[config.mk]
export PLATFORM = sky130hd
export DESIGN_NAME = mult_frac_seq
export DESIGN_NICKNAME = d
export VERILOG_FILES = /design/src/rtl/mult_frac_pkg.sv /design/src/rtl/mult_frac_step.sv /design/src/rtl/mult_frac_seq.sv
export SDC_FILE = /design/constraint.sdc
export NUM_CORES = 1
export LEC_CHECK = 0
export ABC_CLOCK_PERIOD_IN_PS = 11000
export CORE_AREA = 2 2 88 81
export DETAILED_ROUTE_END_ITERATION = 8
export DIE_AREA = 0 0 90 83
export GPL_TIMING_DRIVEN = 0
export PLACE_DENSITY = 0.77
export SLEW_MARGIN = 20
export SYNTH_ARGS = -nofsm -noshare
export SYNTH_HDL_FRONTEND = slang
export SYNTH_SLANG_ARGS = --single-unit
[constraint.sdc]
create_clock -name clk -period 11 [get_ports clk]
set_clock_uncertainty 0.2 [all_clocks]
set_input_delay 3.3 -clock clk [delete_from_list [all_inputs] [get_ports clk]]
set_output_delay 3.3 -clock clk [all_outputs]
set_load 0.01 [all_outputs]
[src/rtl/mult_frac_pkg.sv]
// Shared types and sizing helpers for the sequential fraction multiplier.
package mult_frac_pkg;

    typedef enum logic {
        IDLE = 1'b0,
        RUN  = 1'b1
    } state_t;

    // Ceiling log2, never less than 1 so a counter always has at least one bit
    function automatic int unsigned clog2(input int unsigned n);
        int unsigned r;
        r = 0;
        for (int unsigned i = 0; i < 32; i++) begin
            if ((32'd1 << i) < n) begin
                r = i + 1;
            end
        end
        return (r == 0) ? 1 : r;
    endfunction

    function automatic int unsigned num_iter(input int unsigned width, input int unsigned bpc);
        return width / bpc;
    endfunction

    function automatic int unsigned acc_width(input int unsigned width, input int unsigned bpc);
        return 2 * width + bpc;
    endfunction

endpackage

[src/rtl/mult_frac_step.sv]
// One radix-2^BPC iteration: add digit*a into the accumulator's upper half, then shift right by BPC.
module mult_frac_step
    import mult_frac_pkg::*;
#(
    parameter int unsigned WIDTH = 8,
    parameter int unsigned BPC   = 2,
    parameter int unsigned ACCW  = 2 * WIDTH + BPC
) (
    input  logic [ACCW-1:0]  acc_i,
    input  logic [WIDTH-1:0] a_i,
    input  logic [BPC-1:0]   digit_i,
    output logic [ACCW-1:0]  acc_o
);

    logic [WIDTH+BPC-1:0] pp;
    logic [ACCW-1:0]      sum;

    // The extra BPC accumulator bits absorb the carry, so the add never loses precision
    always_comb begin
        pp = '0;
        for (int unsigned i = 0; i < BPC; i++) begin
            if (digit_i[i]) begin
                pp = pp + ((WIDTH + BPC)'(a_i) << i);
            end
        end
        sum   = acc_i + {pp, {WIDTH{1'b0}}};
        acc_o = sum >> BPC;
    end

endmodule

[src/rtl/mult_frac_seq.sv]
// Iterative unsigned fraction multiplier (upper half + sticky, exact product alongside).
// Define MULT_FRAC_RNE_EN to round prod to nearest-even instead of truncating.
module mult_frac_seq
    import mult_frac_pkg::*;
#(
    parameter int unsigned WIDTH = 8,
    parameter int unsigned BPC   = 2
) (
    input  logic                 clk,
    input  logic                 rst,
    input  logic                 start,
    input  logic [WIDTH-1:0]     a,
    input  logic [WIDTH-1:0]     b,
    output logic                 busy,
    output logic                 done,
    output logic [WIDTH-1:0]     prod,
    output logic [2*WIDTH-1:0]   prod_full,
    output logic                 sticky
);

    localparam int unsigned N    = num_iter(WIDTH, BPC);
    localparam int unsigned CW   = clog2(N);
    localparam int unsigned ACCW = acc_width(WIDTH, BPC);

    state_t               state_q, state_d;
    logic [WIDTH-1:0]     a_q, a_d;
    logic [WIDTH-1:0]     bsh_q, bsh_d;
    logic [ACCW-1:0]      acc_q, acc_d;
    logic [CW-1:0]        cnt_q, cnt_d;
    logic [WIDTH-1:0]     prod_q, prod_d;
    logic [2*WIDTH-1:0]   full_q, full_d;
    logic                 sticky_q, sticky_d;
    logic                 done_q, done_d;

    logic                 load, iter, last;
    logic [ACCW-1:0]      step_acc;
`ifdef MULT_FRAC_RNE_EN
    logic                 guard, rest;
`endif

    mult_frac_step #(
        .WIDTH (WIDTH),
        .BPC   (BPC),
        .ACCW  (ACCW)
    ) u_step (
        .acc_i   (acc_q),
        .a_i     (a_q),
        .digit_i (bsh_q[BPC-1:0]),
        .acc_o   (step_acc)
    );

    always_ff @(posedge clk or negedge rst) begin
        if (!rst) begin
            state_q  <= IDLE;
            a_q      <= '0;
            bsh_q    <= '0;
            acc_q    <= '0;
            cnt_q    <= '0;
            prod_q   <= '0;
            full_q   <= '0;
            sticky_q <= 1'b0;
            done_q   <= 1'b0;
        end else begin
            state_q  <= state_d;
            a_q      <= a_d;
            bsh_q    <= bsh_d;
            acc_q    <= acc_d;
            cnt_q    <= cnt_d;
            prod_q   <= prod_d;
            full_q   <= full_d;
            sticky_q <= sticky_d;
            done_q   <= done_d;
        end
    end

    always_comb begin
        state_d = state_q;
        unique case (state_q)
            IDLE: if (start) state_d = RUN;
            RUN:  if (last)  state_d = IDLE;
            default: state_d = IDLE;
        endcase
    end

    always_comb begin
        busy = (state_q == RUN);
        load = (state_q == IDLE) && start;
        iter = (state_q == RUN);
        last = iter && (cnt_q == CW'(N - 1));
        done      = done_q;
        prod      = prod_q;
        prod_full = full_q;
        sticky    = sticky_q;
    end

    always_comb begin
        a_d      = a_q;
        bsh_d    = bsh_q;
        acc_d    = acc_q;
        cnt_d    = cnt_q;
        prod_d   = prod_q;
        full_d   = full_q;
        sticky_d = sticky_q;
        done_d   = 1'b0;
`ifdef MULT_FRAC_RNE_EN
        guard    = 1'b0;
        rest     = 1'b0;
`endif
        if (load) begin
            a_d   = a;
            bsh_d = b;
            acc_d = '0;
            cnt_d = '0;
        end
        if (iter) begin
            acc_d = step_acc;
            bsh_d = bsh_q >> BPC;
            cnt_d = cnt_q + CW'(1);
        end
        // After N steps the top BPC accumulator bits are always zero
        if (last) begin
            full_d   = step_acc[2*WIDTH-1:0];
            sticky_d = |full_d[WIDTH-1:0];
`ifdef MULT_FRAC_RNE_EN
            guard    = full_d[WIDTH-1];
            rest     = |full_d[WIDTH-2:0];
            prod_d   = full_d[2*WIDTH-1:WIDTH] + WIDTH'(guard & (rest | full_d[WIDTH]));
`else
            prod_d   = full_d[2*WIDTH-1:WIDTH];
`endif
            done_d   = 1'b1;
        end
    end

endmodule

==> flow_summary.ini <==
[run_status]
status = complete, no violations

[pwr]
ir_drop_mv = 0.145
p_clk_share_pct = 10.0
swShare_pct = 40.0
internal-power_mw = 0.627
power.density_nw_per_um2 = 298
netSwitchingPower_mw = 0.419
seqPwrFrac_pct = 31.7
p_comb_share_pct = 58.3
p_leak_nw = 1.58

[clock_tree]
postCtsSetupBuffers = 0
clk_pin_slew_worst_paths_ps = 90
clkLatencyLatePin_ps = 300
cts.sinks = 51
cts_tree = built
cts_resized = 0
numCtsBuffers = 5
htree_levels = 2
cts_max_path_buffers = 2
hold_buffers = 0
root_buffer = clkbuf_8

[grt]
grt_pass1_wl_um = 9850
grt_pass1_vias = 2084
grt_max_degree = 52
antenna_found_initial = 0
overflow = 0
gr-usage-all-layers_pct = 15.9

[final_layout]
num_antenna_cells = 0
syn2layout_area_growth_pct = 22.0
n_fill_cell = 602
fin_util_pct = 53.9
fin_nets = 359
layout-drive-gt1-share_pct = 14.8
regArea_um2 = 1280
multi_input_area_um2 = 1460

[critical_path]
end_kind = output pin
path_cells = buf_4 -> clkdlybuf4s50_1
r2r-start = bsh_q[0]$_DFFE_PN0P_
reg2reg_to = acc_q[15]$_DFFE_PN0P_
critical-path-top-delay-family = buffers and inverters
cp-start-kind = flip-flop
cp_max_fo = 3
cp.required_ps = 7500
worstPathArrival_ps = 1330
timing.critical_path.buf_inv = 2
cpPeakStageDelay_ps = 520
ff2ff_path_depth = 15
r2r_slack_ps = 7050
crit_slowest_cell = clkdlybuf4s50_1
crit_type = reg2out

[synth]
yosysSeqAreaShare_pct = 44.3
ys.flop_type = dfrtp_1
syn-instance-count = 273
synth_top_area_share_pct = 44.3
synth.area.top_cells = dfrtp_1, mux2_2, ha_1
synth_area_per_cell_um2 = 10.6
synth_edf_count = 0
yosysWarnings = 0
synthArstFlopShare_pct = 100
netlist_area_um2 = 2880
synth-seq-cells = 51
synth.net_count = 308
yosys.area.top_type = dfrtp_1
ys_types = 51

[placement]
gp_congestion = 0.874
hpwl_um = 4360
place_ws_ps = 5890
portBuffers = 44

[drt]
drcViolationCount = 0
drtAntennaViolNets = 0
vias = 2180
drt-initial-drc-count = 134
viasPerCell = 5.27
wl_per_cell_um = 13.8
first_pass_iters = 4
drt_wl_total_um = 5700

[sta]
min_period_ps = 4830
setup_tns_ps = 0
tightest_slew_ps = 793
setup_ws_ps = 6170
hold_violations = 0
relSlewSlack_pct = 46.9
rsz0062_at_grt = false
fin_crit_sh_pct = 43.9
finalMaxSlewViolations = 0
fmax_mhz = 207
finalSetupViolations = 0

[hold_path]
worstHoldStart = bsh_q[2]$_DFFE_PN0P_
whs_path_depth = 2
hold_end = bsh_q[0]$_DFFE_PN0P_
min_path_type = reg2reg

[floorplan]
die_area_um2 = 7470
start_util_pct = 44.2
die_y_um = 83
die_w_um = 90
pin_count = 46
row_count = 28
core_region_area_um2 = 6520

[job]
drv_cap = 0
## power by group through the flow
stage	clock network, mW	registers [mW]	logic, mW
final	0.105	0.331	0.610
after floorplan	0	0.334	0.414
after CTS	0.108	0.332	0.612
after global placement	0	0.331	0.591
after global routing	0.117	0.343	0.677
after detailed placement	0	0.335	0.611
## through the flow
stage / cell area (um^2) / total power, mW / std cells / hold slack (ps)
3_5_place_dp: 3430 / 0.946 / 407 / 271
4_1_cts: 3510 / 1.05 / 414 / 295
2_1_floorplan: 2880 / 0.748 / 273 / 252
5_1_grt: 3510 / 1.14 / 414 / 325
3_3_place_gp: 3430 / 0.922 / 407 / 264
6_report: 3510 / 1.05 / 414 / 290
## cell usage in the layout (no fill, tap or decap), types with 4 or more instances in the layout
cell type,n
ha_1,14
nor3_1,5
clkbuf_8,5
mux2i_1,8
nand2_1,32
clkdlybuf4s50_1,43
a22o_1,8
clkbuf_1,8
o21ai_0,20
buf_4,10
a21o_1,5
xor2_1,4
and2_1,8
xnor2_1,5
mux2_2,22
nor2_1,12
dfrtp_1,51
inv_1,7
a21oi_1,5
## synth_stat cells, types with 2 or more instances
cell type / n
and2_1: 8
o311ai_2: 2
dfrtp_1: 51
nor3_1: 5
clkbuf_1: 8
mux2_2: 22
fa_1: 2
o21ai_1: 2
xnor2_1: 5
o211ai_1: 3
a21oi_1: 5
a21o_1: 5
xor2_1: 4
ha_1: 14
inv_1: 7
nand2_1: 32
nor2b_1: 3
a211oi_1: 3
mux2i_1: 8
a21boi_1: 2
o2111ai_1: 3
buf_1: 2
nand3_1: 2
o22ai_1: 2
buf_4: 9
o21ai_0: 20
a22o_1: 8
o31ai_1: 2
nor2_1: 12
## registers in the layout, summed over array words and instances (netlist names)
signal and count:
acc_q 14, a_q 8, bsh_q 8, prod 8, prod_full 8, cnt_q 2
busy 1, done 1, sticky 1
## worst max-delay path by stage
stage | from | end | slack (ps) | cells past startpoint
floorplan | start | a_q[0]$_DFFE_PN0P_ | 6270 | 4
global placement | rst | a_q[7]$_DFFE_PN0P_ | 4970 | 1
detailed placement | start | a_q[2]$_DFFE_PN0P_ | 5890 | 4
CTS | prod[0]$_DFFE_PN0P_ | prod_full[8] | 6150 | 2
global route | prod[0]$_DFFE_PN0P_ | prod_full[8] | 6110 | 2
finish | prod[0]$_DFFE_PN0P_ | prod_full[8] | 6170 | 2
## tightest hold or removal path, stage by stage, from the launching register on
cell     delay, ps
dfrtp_1        350
nand2_1         50
o21ai_0         60
## kinds of logic after synthesis
family / after synthesis / share of synthesized area, %
AND/OR/NAND/NOR: 70 / 11.7
AO/OA/AOI/OAI: 68 / 17.0
flip-flops: 51 / 44.3
multiplexers: 30 / 11.4
buffers and inverters: 28 / 4.87
adder cells (fa/ha/maj): 16 / 7.47
XOR/XNOR: 10 / 3.30
## per-layer routing
layer | vias to the layer above | track usage [%] | share of wire [%]
li1 | 1077 | - | -
met1 | 1050 | 22.8 | 50
met2 | 48 | 25.0 | 46
met3 | 5 | 2.90 | 4.1
met4 | 0 | 3.78 | 0.84
met5 | - | 0 | 0
## final cells by class
type                            instances  share of cell area [%]
Timing Repair Buffer                   44                    12.5
Sequential cell                        51                    36.3
Clock buffer                            5                    1.96
Inverter                                8                   0.855
Multi-Input combinational cell        194                    41.7
Tap cell                               90                    3.21
Clock inverter                          2                   0.392
Buffer                                 20                    3.13
Note: power is estimated with default switching activity, not from simulation.
